**config.mk**
```make
export PLATFORM = sky130hd
export DESIGN_NAME = convolution_procesor_rom_reader
export DESIGN_NICKNAME = d
export VERILOG_FILES = /design/src/rtl/convolution_procesor_pkg.sv /design/src/rtl/convolution_procesor_fifo2.sv /design/src/rtl/convolution_procesor_rom_reader.sv
export SDC_FILE = /design/constraint.sdc
export NUM_CORES = 1
export LEC_CHECK = 0
export ABC_CLOCK_PERIOD_IN_PS = 3240
export BUFFER_PORTS_ARGS = -buffer_cell sky130_fd_sc_hd__buf_2
export CAP_MARGIN = 25
export CORE_ASPECT_RATIO = 1.75
export CORE_MARGIN = 3
export CORE_UTILIZATION = 50
export CTS_BUF_LIST = sky130_fd_sc_hd__clkbuf_16
export CTS_CLUSTER_SIZE = 25
export DETAILED_ROUTE_END_ITERATION = 10
export PLACE_DENSITY = 0.78
export SLEW_MARGIN = 20
export SYNTH_ARGS = -nofsm -noshare
export SYNTH_HDL_FRONTEND = slang
export SYNTH_SLANG_ARGS = --single-unit
```
**constraint.sdc**
```tcl
create_clock -name clk -period 3.24 [get_ports clk]
set_clock_uncertainty 0.15 [all_clocks]
set_input_delay 0 -clock clk [delete_from_list [all_inputs] [get_ports clk]]
set_output_delay 0 -clock clk [all_outputs]
set_load 0.1 [all_outputs]
```
**src/rtl/convolution_procesor_pkg.sv**
```systemverilog
// Shared types and sizing for the convolution processor ROM reader.
package convolution_procesor_pkg;

  typedef enum logic [1:0] {IDLE, RUN, DRAIN, DONE} rom_rd_state_e;

  localparam int FIFO_DEPTH = 2;

endpackage

```
**src/rtl/convolution_procesor_fifo2.sv**
```systemverilog
// Two-entry FIFO that buffers ROM read data so that backpressure never drops samples.
module convolution_procesor_fifo2
  import convolution_procesor_pkg::*;
#(
  parameter int WIDTH = 9
) (
  input  logic             clk,
  input  logic             rst_n,
  input  logic             push,
  input  logic [WIDTH-1:0] push_data,
  input  logic             pop,
  output logic [1:0]       count,
  output logic [WIDTH-1:0] head
);

  logic [WIDTH-1:0] mem [FIFO_DEPTH];
  logic             wr_ptr;
  logic             rd_ptr;

  // A push into a full FIFO is only issued together with a pop; the slot written is the one being vacated.
  always_ff @(posedge clk or negedge rst_n) begin
    if (!rst_n) begin
      for (int i = 0; i < FIFO_DEPTH; i++) mem[i] <= '0;
      wr_ptr <= 1'b0;
      rd_ptr <= 1'b0;
      count  <= 2'd0;
    end else begin
      if (push) begin
        mem[wr_ptr] <= push_data;
        wr_ptr      <= ~wr_ptr;
      end
      if (pop) rd_ptr <= ~rd_ptr;
      case ({push, pop})
        2'b10:   count <= count + 2'd1;
        2'b01:   count <= count - 2'd1;
        default: count <= count;
      endcase
    end
  end

  assign head = mem[rd_ptr];

endmodule

```
**src/rtl/convolution_procesor_rom_reader.sv**
```systemverilog
// Streams a contiguous window out of a 1-cycle-latency sync ROM as a valid/ready stream.
module convolution_procesor_rom_reader
  import convolution_procesor_pkg::*;
#(
  parameter int DATA_WIDTH = 8,
  parameter int ADDR_WIDTH = 4
) (
  input  logic                  clk,
  input  logic                  rst_n,
  input  logic                  start_i,
  input  logic [ADDR_WIDTH-1:0] base_addr_i,
  input  logic [ADDR_WIDTH:0]   length_i,
  output logic                  busy_o,
  output logic                  done_o,
  output logic [ADDR_WIDTH-1:0] rom_addr_o,
  input  logic [DATA_WIDTH-1:0] rom_data_i,
  output logic [DATA_WIDTH-1:0] data_o,
  output logic                  valid_o,
  output logic                  last_o,
  input  logic                  ready_i
);

  localparam logic [ADDR_WIDTH:0]   MAX_LEN  = {1'b1, {ADDR_WIDTH{1'b0}}};
  localparam logic [ADDR_WIDTH:0]   LEN_ONE  = 1;
  localparam logic [ADDR_WIDTH-1:0] ADDR_ONE = 1;

  rom_rd_state_e         state;
  logic [ADDR_WIDTH-1:0] addr_q;
  logic [ADDR_WIDTH:0]   remain_q;
  logic                  inflight;
  logic                  inflight_last;
  logic [ADDR_WIDTH:0]   len_clamped;
  logic [1:0]            fifo_count;
  logic [DATA_WIDTH:0]   fifo_head;
  logic [2:0]            occupancy;
  logic                  pop;
  logic                  issue;

  assign len_clamped = (length_i > MAX_LEN) ? MAX_LEN : length_i;

  assign valid_o          = (fifo_count != 2'd0);
  assign {last_o, data_o} = fifo_head;
  assign pop              = valid_o & ready_i;
  assign rom_addr_o       = addr_q;

  // Count the FIFO after this cycle's pop plus the read still in the ROM pipe; never exceed two.
  assign occupancy = {1'b0, fifo_count} + {2'b00, inflight} - {2'b00, pop};
  assign issue     = (state == RUN) && (remain_q != '0) && (occupancy < 3'd2);

  always_ff @(posedge clk or negedge rst_n) begin
    if (!rst_n) begin
      state  <= IDLE;
      busy_o <= 1'b0;
      done_o <= 1'b0;
    end else begin
      done_o <= 1'b0;
      case (state)
        IDLE: begin
          if (start_i) begin
            busy_o <= 1'b1;
            if (len_clamped == '0) begin
              state  <= DONE;
              done_o <= 1'b1;
            end else begin
              state <= RUN;
            end
          end
        end
        RUN: begin
          if (issue && (remain_q == LEN_ONE)) state <= DRAIN;
        end
        DRAIN: begin
          if (pop && last_o) begin
            state  <= DONE;
            done_o <= 1'b1;
          end
        end
        DONE: begin
          state  <= IDLE;
          busy_o <= 1'b0;
        end
        default: state <= IDLE;
      endcase
    end
  end

  // Address wraps naturally at the top of the ROM; remain_q has one extra bit for a full-depth window.
  always_ff @(posedge clk or negedge rst_n) begin
    if (!rst_n) begin
      addr_q        <= '0;
      remain_q      <= '0;
      inflight      <= 1'b0;
      inflight_last <= 1'b0;
    end else begin
      inflight      <= issue;
      inflight_last <= issue && (remain_q == LEN_ONE);
      if ((state == IDLE) && start_i && (len_clamped != '0)) begin
        addr_q   <= base_addr_i;
        remain_q <= len_clamped;
      end else if (issue) begin
        addr_q   <= addr_q + ADDR_ONE;
        remain_q <= remain_q - LEN_ONE;
      end
    end
  end

  convolution_procesor_fifo2 #(
    .WIDTH (DATA_WIDTH + 1)
  ) u_fifo (
    .clk       (clk),
    .rst_n     (rst_n),
    .push      (inflight),
    .push_data ({inflight_last, rom_data_i}),
    .pop       (pop),
    .count     (fifo_count),
    .head      (fifo_head)
  );

endmodule
```
==> flow_summary_export.csv, run 1 <==
group,metric,value,unit
sta,finalSetupViolCount,0,
logic_synthesis,synth_area_leader_cell,"sky130_fd_sc_hd__dfrtp_1",
global_route,met1_usage,18.34,%
worst_setup_path,crit_path_cell_trace,"inv_1 > nor2_1 > o21ai_0 > fa_1 > xor2_1 > or3_1 > inv_2 > a211o_1 > and3_1",
worst_setup_path,max_stage_delay,0.48,ns
sta,setup_tns,0,ns
global_route,grt_max_degree,38,
worst_setup_path,critPathLaunchType,"flip-flop",
logic_synthesis,post_synth_main_area_contributors,"sky130_fd_sc_hd__dfrtp_1, sky130_fd_sc_hd__mux2_2, sky130_fd_sc_hd__ha_1",
route,route.vias.total,1522,
die,die_height,88.89,um
logic_synthesis,postSynthAreaPerCell,11.22,um2
route,vias_per_cell,5.436,
clocking,cts_root_buffer,"sky130_fd_sc_hd__clkbuf_16",
worst_setup_path,worst-r2r-setup-slack,0.45,ns
worst_setup_path,path_delay_family,"simple AND/OR/NAND/NOR gates",
clocking,postCtsSetupRepairBufs,0,
route,wire_per_inst,14.95,um
worst_setup_path,critical_path.slowest_cell,"sky130_fd_sc_hd__dfrtp_1",
worst_setup_path,worstSetupPathType,"flip-flop to flip-flop",
global_route,globalRouteTotalUtil,19.43,%
logic_synthesis,netlist_cell_types,47,
sta,finalHoldViolCount,0,
logic_synthesis,synthesis.instances,175,
die,placementRows,29,
clocking,clock_insertion_delay_worst_skew,0.27,ns
clocking,tritoncts_clock_tree,"yes",
route,initialDrtViolationCount,32,
sta,worst_pin_slew,0.8261,ns
global_route,grt.busiest_layer,"met2",
sta,unrepaired_setup_endpoints_after_global_routing,"false",
logic_synthesis,mappedNetlistArea,0.001963,mm2
placed_design,buffers_on_ports,36,
global_route,grt_overflow,0,
die,die_x,53.37,um
sta,finalMaxSlewViolations,0,
global_route,antenna_found_initial,0,
logic_synthesis,syn_nets,205,
clocking,numCtsBuffers,5,
clocking,hold_buffers,21,
die,core_area,0.003701,mm2
flow_run,count_of_max_cap_constraint_violations,0,
cells_and_area,antenna_cells_inserted,0,
min_path,holdCritPathClass,"input port to async pin",
route,ant_nets,0,
placed_design,dp_slack,0.4737,ns
worst_setup_path,wp_buf_inv,2,
placed_design,place_congestion,0.7863,
placed_design,place.detailed.hpwl,2941,um
logic_synthesis,most_frequently_used_cell_type_in_the_post_synthesis_netlist,"sky130_fd_sc_hd__dfrtp_1",
route,remaining_drc_errors,0,
logic_synthesis,yosysTopAreaCellShare,47.16,%
clocking,cts.htree.levels,2,
clocking,max-clock-path-buffers,2,
cells_and_area,finalNetCount,263,
worst_setup_path,worst_endpoint_data_arrival_time,2.81,ns
die,initial_utilization,53.04,%
logic_synthesis,ys_flop_type,"sky130_fd_sc_hd__dfrtp_1",
sta,worst_slew_margin_rel,44.93,%
logic_synthesis,synth.yosys.warnings,0,
logic_synthesis,asyncSetResetFlopFracSynth,100.0,%
status,status,"finished clean",
clocking,clkTransAtPathRegs,0.05,ns
cells_and_area,drive_gt1_share,31.62,%
worst_setup_path,end_kind,"flip-flop",
cells_and_area,layout.cells.non_filler,280,
route,total_iterations_of_the_first_detailed_routing_run,4,
global_route,grt_pass1_wl,6727,um
cells_and_area,total_area_of_multi_input_combinational_cells,972.2,um2
sta,final_min_period,2.793,ns
global_route,met3_routing_resource_usage_after_global_routing,3.506,%
die,design.portCount,37,
cells_and_area,layout.area.seq,925.9,um2
worst_setup_path,required,3.25,ns
logic_synthesis,synth_seq_cells,37,
worst_setup_path,logic_depth_of_the_worst_setup_path_including_buffers,9,
global_route,grt_pass1_vias,1559,
clocking,cts-resized-gates,0,
global_route,grtUsageMet2,37.77,%
worst_setup_path,reg2reg_depth,9,
cells_and_area,fillCellCount,293,
route,postRouteWirelength,4187,um
placed_design,place.detailed.instances,251,
cells_and_area,final_core_util,68.15,%
logic_synthesis,register_area_share_after_synthesis,47.16,%
logic_synthesis,ys_top_cells_by_count,"sky130_fd_sc_hd__dfrtp_1, sky130_fd_sc_hd__mux2_2, sky130_fd_sc_hd__nor2_1, sky130_fd_sc_hd__nand2_1",
logic_synthesis,synth-edff-count,0,
sta,timing.final.ws_setup,0.4467,ns
clocking,clkSinkCount,37,
sta,final.period_utilization,86.21,%
cells_and_area,layout-area-overhead-vs-synth,28.49,%
worst_setup_path,worstPathMaxFanout,8,
sta,max_freq,358.0,MHz
die,die_area,0.004744,mm2
[registers in the layout, summed over array words and instances, names as in the netlist]
signal,flops
inflight_last,1
u_fifo.count,2
state,2
busy_o,1
done_o,1
inflight,1
u_fifo.wr_ptr,1
remain_q,5
u_fifo.mem,18
rom_addr_o,4
u_fifo.rd_ptr,1
[per-layer routing]
layer	vias to the layer above	routed length, um
li1	738	-
met1	741	1500
met2	32	2410
met3	11	143
met4	0	133
met5	-	0
[final timing paths]
| check | startpoint | endpoint |
|---|---|---|
| max | u_fifo.count[1] | remain_q[3] |
| min | rst_n | u_fifo.mem[10] |
| max reg2reg | u_fifo.count[1] | remain_q[3] |
| min reg2reg | u_fifo.wr_ptr | u_fifo.wr_ptr |
| max in group asynchronous | rst_n | rom_addr_o[0] |
| min in group clk | base_addr_i[0] | rom_addr_o[0] |
[metrics by stage]
stage	hold slack, ns	cell area, um2
floorplan	-0.4456	1963
global placement	-0.01019	2173
detailed placement	-0.01602	2173
CTS	0.2347	2522
global route	0.2851	2522
finish	0.2026	2522
[worst reg2reg max path, delay by kind of cell, from the launching register on]
kind,cells,cell delay (ns)
AO/OA/AOI/OAI,2,0.41
XOR/XNOR,1,0.40
adder cells (fa/ha/maj),1,0.39
buffers and inverters,2,0.20
flip-flops,1,0.48
AND/OR/NAND/NOR,3,0.66
[cell usage in the layout, fill, tap and decap left out, types with 2 or more instances in the layout]
| master | synthesis | layout |
|---|---|---|
| sky130_fd_sc_hd__a21oi_1 | 3 | 3 |
| sky130_fd_sc_hd__clkinv_2 | 0 | 2 |
| sky130_fd_sc_hd__inv_1 | 9 | 10 |
| sky130_fd_sc_hd__dlygate4sd3_1 | 0 | 21 |
| sky130_fd_sc_hd__nand3b_1 | 2 | 2 |
| sky130_fd_sc_hd__nand2_1 | 11 | 11 |
| sky130_fd_sc_hd__o311a_1 | 2 | 2 |
| sky130_fd_sc_hd__nor3_1 | 2 | 2 |
| sky130_fd_sc_hd__or3_1 | 3 | 3 |
| sky130_fd_sc_hd__nor2b_1 | 2 | 2 |
| sky130_fd_sc_hd__nor4_1 | 3 | 3 |
| sky130_fd_sc_hd__mux2i_1 | 3 | 3 |
| sky130_fd_sc_hd__o22ai_1 | 2 | 2 |
| sky130_fd_sc_hd__nor2_1 | 12 | 12 |
| sky130_fd_sc_hd__nand2b_1 | 2 | 2 |
| sky130_fd_sc_hd__xor2_1 | 3 | 3 |
| sky130_fd_sc_hd__clkbuf_16 | 0 | 5 |
| sky130_fd_sc_hd__o21ai_0 | 9 | 9 |
| sky130_fd_sc_hd__ha_1 | 8 | 8 |
| sky130_fd_sc_hd__mux2_2 | 26 | 26 |
| sky130_fd_sc_hd__nand3_1 | 2 | 2 |
| sky130_fd_sc_hd__buf_2 | 1 | 36 |
| sky130_fd_sc_hd__xnor2_1 | 4 | 4 |
| sky130_fd_sc_hd__a31oi_1 | 2 | 2 |
| sky130_fd_sc_hd__dfrtp_1 | 37 | 37 |
[cell type report]
| cell class | count | area share, % |
|---|---|---|
| flip-flops and latches | 37 | 36.71 |
| multi-input cells | 122 | 38.54 |
| inverters | 10 | 1.488 |
| repair buffers | 57 | 15.48 |
| clock buffers | 5 | 4.960 |
| well taps | 46 | 2.282 |
| clock inverters | 3 | 0.5456 |
[kinds of logic after synthesis]
kind of cell | Yosys count | share of synthesized area (%)
xor gates and xnor gates | 7 | 3.123
muxes | 30 | 17.02
DFF | 37 | 47.16
AOI/OAI and AO/OA | 29 | 10.45
adders and majority gates | 9 | 6.119
and+or+nand+nor | 47 | 12.81
buffers and inverters | 16 | 3.314
Power of run 1 is left out: the tool's default activity adds up to more than one toggle a clock period on the data nets, which glitch-free logic cannot reach.
==> run 2, diff against run 1 <==
==> constraint.sdc (replaced) <==
create_clock -name clk -period 3.24 [get_ports clk]
set_clock_uncertainty 0.15 [all_clocks]
set_input_delay 0.648 -clock clk [delete_from_list [all_inputs] [get_ports clk]]
set_output_delay 0.648 -clock clk [all_outputs]
set_load 0.1 [all_outputs]
==> run 2 against run 1 <==
Effect of this change:
- core utilization decreased by 5.8 points
- non-clock buffer count decreased by 21
- first-iteration DRC count fell by 41%
- worst setup slack lost 0.091 ns
- global-route usage shrank 1.0 points
- count of clock-buffer cells in the layout unchanged
- critical path type unchanged
- highest routed layer unchanged
==> flow_summary_export.csv, run 2 (same netlist as run 1, synthesis figures left out) <==
group,metric,value,unit
status,status,"finished clean",
die,design.portCount,37,
placed_design,place.detailed.hpwl,2921,um
global_route,grt.busiest_layer,"met2",
cells_and_area,fillCellCount,326,
sta,worst_slew_margin_rel,45.58,%
global_route,met1_usage,18.63,%
cells_and_area,layout-area-overhead-vs-synth,17.46,%
cells_and_area,mostFrequentLayoutCell,"sky130_fd_sc_hd__dfrtp_1",
worst_setup_path,worstSetupPathType,"flip-flop to flip-flop",
global_route,grt_pass1_wl,6361,um
clocking,postCtsSetupRepairBufs,0,
worst_setup_path,path_delay_family,"simple AND/OR/NAND/NOR gates",
sta,final.period_utilization,89.03,%
clocking,hold_buffers,0,
worst_setup_path,worstPathMaxFanout,8,
worst_setup_path,critical_path.slowest_cell,"sky130_fd_sc_hd__dfrtp_1",
worst_setup_path,regToRegEndpoint,"rom_addr_o[3]",
cells_and_area,most_used_cells_in_the_layout_excluding_fill_and_tap_cells,"sky130_fd_sc_hd__dfrtp_1, sky130_fd_sc_hd__buf_2, sky130_fd_sc_hd__mux2_2",
cells_and_area,layout.cells.non_filler,258,
clocking,clock_insertion_delay_worst_skew,0.27,ns
sta,worst_pin_slew,0.8163,ns
die,die_area,0.004744,mm2
cells_and_area,largest_register,"u_fifo.mem",
clocking,tritoncts_clock_tree,"yes",
cells_and_area,drive_gt1_share,33.96,%
route,wire_per_inst,15.10,um
placed_design,place_congestion,0.8491,
cells_and_area,finalNetCount,242,
worst_setup_path,worst-r2r-setup-slack,0.36,ns
clocking,numCtsBuffers,5,
sta,max_freq,346.7,MHz
global_route,met3_routing_resource_usage_after_global_routing,4.007,%
route,vias_per_cell,5.574,
cells_and_area,largest_register_ffs,18,
placed_design,post_dp_cell_area,0.002173,mm2
sta,finalMaxSlewViolations,0,
worst_setup_path,end_kind,"flip-flop",
die,die_x,53.37,um
cells_and_area,fin_area,0.002306,mm2
sta,finalHoldViolCount,0,
die,die_height,88.89,um
worst_setup_path,critPathLaunchType,"flip-flop",
clocking,clkSinkCount,37,
placed_design,dp_slack,0.1242,ns
route,route.vias.total,1438,
sta,final_min_period,2.884,ns
sta,setup_tns,0,ns
worst_setup_path,required,3.28,ns
clocking,cts.htree.levels,2,
worst_setup_path,wp_buf_inv,1,
placed_design,buffers_on_ports,36,
route,remaining_drc_errors,0,
sta,timing.final.ws_setup,0.3556,ns
worst_setup_path,worst_path_most_repeated_cell,"sky130_fd_sc_hd__or3_1",
worst_setup_path,max_stage_delay,0.51,ns
die,initial_utilization,53.04,%
global_route,grt_pass1_vias,1469,
clocking,clkTransAtPathRegs,0.05,ns
flow_run,count_of_max_cap_constraint_violations,0,
placed_design,place.detailed.instances,251,
die,placementRows,29,
clocking,max-clock-path-buffers,2,
worst_setup_path,worstReg2RegStart,"u_fifo.count[1]",
global_route,grt_max_degree,38,
global_route,grtUsageMet2,34.19,%
clocking,cts_root_buffer,"sky130_fd_sc_hd__clkbuf_16",
route,postRouteWirelength,3896,um
global_route,globalRouteTotalUtil,18.39,%
global_route,grt_overflow,0,
min_path,holdCritPathClass,"input port to async pin",
sta,finalSetupViolCount,0,
worst_setup_path,crit_path_cell_trace,"inv_1 > nor2_1 > o21ai_0 > fa_1 > xor2_1 > or3_1 > or3_1 > a31oi_1",
route,ant_nets,0,
global_route,antenna_found_initial,0,
sta,unrepaired_setup_endpoints_after_global_routing,"false",
cells_and_area,antenna_cells_inserted,0,
route,total_iterations_of_the_first_detailed_routing_run,4,
worst_setup_path,reg2reg_depth,8,
route,initialDrtViolationCount,19,
clocking,cts-resized-gates,0,
worst_setup_path,worst_endpoint_data_arrival_time,2.93,ns
die,core_area,0.003701,mm2
-- run 2: worst max path at each step --
stage | start | end | slack (ns) | depth (start not counted)
2_1_floorplan | ready_i | rom_addr_o[3] | 0.42 | 9
3_5_place_dp | ready_i | rom_addr_o[3] | 0.12 | 9
6_report | u_fifo.count[1] | rom_addr_o[3] | 0.36 | 8
5_1_grt | u_fifo.count[1] | remain_q[3] | 0.12 | 9
4_1_cts | u_fifo.count[1] | rom_addr_o[3] | 0.35 | 8
3_3_place_gp | ready_i | rom_addr_o[3] | 0.24 | 9
-- run 2: cell type report --
type	count	area [um2]	share of cell area, %
inverter	10	37.54	1.628
timing repair buffer	36	180.2	7.813
multi-input combinational	122	972.2	42.16
sequential	37	925.9	40.15
clock buffer	5	125.1	5.426
tap	46	57.56	2.496
clock inverter	2	7.507	0.3256
-- run 2: worst register-to-register path, stage by stage, from the launching register on --
cell                      delay, ns
sky130_fd_sc_hd__dfrtp_1       0.51
sky130_fd_sc_hd__inv_1         0.07
sky130_fd_sc_hd__nor2_1        0.23
sky130_fd_sc_hd__o21ai_0       0.18
sky130_fd_sc_hd__fa_1          0.42
sky130_fd_sc_hd__xor2_1        0.22
sky130_fd_sc_hd__or3_1         0.49
sky130_fd_sc_hd__or3_1         0.38
sky130_fd_sc_hd__a31oi_1       0.18
-- run 2: through the flow --
step                      util [%]  hold WS [ns]
after floorplan                  -        0.2024
after global placement       58.72        0.3260
after detailed placement     58.72        0.3347
after CTS                    62.31        0.3486
after global routing         62.31        0.3668
final                        62.31        0.3223
-- run 2: layer usage --
layer	vias up	wire length, um
met5	-	0
met4	0	107
met3	10	144
met2	30	2234
met1	702	1410
li1	696	-
Power of run 2 is left out for the same reason.
==> run 3, diff against run 2 <==
CORE_UTILIZATION = 35   (was 50)
PLACE_DENSITY = 0.6   (was 0.78)
==> run 3 against run 2 <==
Effect of this change:
- flip-flop and latch count stayed put
- cell count grew 12%
- core utilization decreased by 17 points
- critical path depth increased by 1
- register-to-register slack better by 0.02 ns
- critical endpoint is now remain_q[3]
==> flow_summary_export.csv, run 3 (same netlist as run 1, synthesis figures left out) <==
group,metric,value,unit
sta,finalHoldViolCount,0,
sta,setup_tns,0,ns
placed_design,buffers_on_ports,36,
global_route,grtUsageMet2,25.36,%
sta,finalMaxSlewViolations,0,
status,status,"finished clean",
clocking,cts-resized-gates,0,
worst_setup_path,worst_endpoint_data_arrival_time,2.89,ns
clocking,max-clock-path-buffers,2,
global_route,met3_routing_resource_usage_after_global_routing,3.226,%
worst_setup_path,critPathLaunchType,"flip-flop",
cells_and_area,final_core_util,45.11,%
clocking,clock_insertion_delay_worst_skew,0.28,ns
cells_and_area,drive_gt1_share,35.51,%
cells_and_area,antenna_cells_inserted,0,
sta,finalSetupViolCount,0,
die,design.portCount,37,
placed_design,place.detailed.instances,280,
clocking,postCtsSetupRepairBufs,0,
route,wire_per_inst,14.01,um
route,postRouteWirelength,4034,um
route,initialDrtViolationCount,55,
route,total_iterations_of_the_first_detailed_routing_run,4,
cells_and_area,finalNetCount,243,
global_route,grt.busiest_layer,"met2",
placed_design,post_dp_cell_area,0.002216,mm2
global_route,grt_pass1_vias,1449,
global_route,grt_overflow,0,
cells_and_area,fin_area,0.002410,mm2
clocking,numCtsBuffers,5,
flow_run,count_of_max_cap_constraint_violations,0,
die,initial_utilization,36.74,%
cells_and_area,most_used_cells_in_the_layout_excluding_fill_and_tap_cells,"sky130_fd_sc_hd__dfrtp_1, sky130_fd_sc_hd__buf_2, sky130_fd_sc_hd__mux2_2",
cells_and_area,layout-area-overhead-vs-synth,22.75,%
sta,final_min_period,2.868,ns
worst_setup_path,max_stage_delay,0.49,ns
route,vias_per_cell,4.920,
global_route,met1_usage,12.94,%
die,die_height,105.1,um
worst_setup_path,end_kind,"flip-flop",
cells_and_area,largest_register_ffs,18,
clocking,hold_buffers,0,
worst_setup_path,worstPathMaxFanout,8,
sta,unrepaired_setup_endpoints_after_global_routing,"false",
worst_setup_path,wp_buf_inv,2,
clocking,clkTransAtPathRegs,0.06,ns
worst_setup_path,worstSetupPathType,"flip-flop to flip-flop",
clocking,cts_root_buffer,"sky130_fd_sc_hd__clkbuf_16",
global_route,globalRouteTotalUtil,13.18,%
clocking,clkSinkCount,37,
sta,final.period_utilization,88.52,%
route,remaining_drc_errors,0,
clocking,tritoncts_clock_tree,"yes",
clocking,cts.htree.levels,2,
sta,worst_slew_margin_rel,44.60,%
die,core_area,0.005343,mm2
min_path,holdCritPathClass,"input port to async pin",
route,ant_nets,0,
global_route,antenna_found_initial,0,
worst_setup_path,crit_path_cell_trace,"inv_1 > nor2_1 > o21ai_0 > fa_1 > xor2_1 > or3_1 > inv_2 > a211o_1 > and3_1",
worst_setup_path,worstReg2RegStart,"u_fifo.count[1]",
worst_setup_path,critPathLaunch,"u_fifo.count[1]",
worst_setup_path,path_delay_family,"simple AND/OR/NAND/NOR gates",
cells_and_area,largest_register,"u_fifo.mem",
worst_setup_path,required,3.26,ns
cells_and_area,mostFrequentLayoutCell,"sky130_fd_sc_hd__dfrtp_1",
cells_and_area,layout.cells.non_filler,288,
die,placementRows,35,
global_route,grt_max_degree,38,
die,die_x,62.62,um
worst_setup_path,critical_path.slowest_cell,"sky130_fd_sc_hd__dfrtp_1",
route,route.vias.total,1417,
sta,worst_pin_slew,0.8293,ns
global_route,grt_pass1_wl,6803,um
placed_design,place.detailed.hpwl,3009,um
placed_design,place_congestion,0.7395,
sta,max_freq,348.7,MHz
cells_and_area,fillCellCount,553,
die,die_area,0.006579,mm2
[run 3: path summary, 6_finish.rpt]
check	slack, ns	cells past startpoint	to
worst max-delay path	0.37	9	remain_q[3]
worst min-delay path	0.31	1	state[1]
worst max register to register	0.37	9	remain_q[3]
worst min register to register	0.34	1	u_fifo.mem[17]
max in group asynchronous	2.10	1	inflight_last
min in group clk	0.34	1	u_fifo.mem[17]
[run 3: worst reg2reg max path: stages, from the launching register on]
cell	delay (ns)
sky130_fd_sc_hd__dfrtp_1	0.49
sky130_fd_sc_hd__inv_1	0.07
sky130_fd_sc_hd__nor2_1	0.21
sky130_fd_sc_hd__o21ai_0	0.15
sky130_fd_sc_hd__fa_1	0.39
sky130_fd_sc_hd__xor2_1	0.41
sky130_fd_sc_hd__or3_1	0.33
sky130_fd_sc_hd__inv_2	0.14
sky130_fd_sc_hd__a211o_1	0.27
sky130_fd_sc_hd__and3_1	0.14
[run 3: area by class of cell]
type                       count  area [um2]  share of cell area, %
clock buffer                   5       125.1                  5.192
timing repair buffer          37       187.7                  7.788
multi-input combinational    122       972.2                  40.34
inverter                      10       37.54                  1.558
sequential                    37       925.9                  38.42
clock inverter                 3       68.82                  2.856
tap                           74       92.59                  3.842
[run 3: through the flow]
step	worst slack, ns	hold slack [ns]
after floorplan	0.4169	0.2024
after CTS	0.3686	0.3441
after global placement	0.2171	0.3263
final	0.3718	0.3126
after detailed placement	0.1472	0.3286
after global routing	0.1408	0.3576
[run 3: routing by layer]
layer  part of all wire, %  up-vias  routed length, um
met2                    57       28               2305
met5                     0        -                  0
met1                    37      685               1499
met3                   4.0        6                163
li1                      -      698                  -
met4                   1.6        0                 65
Power of run 3 is left out for the same reason.
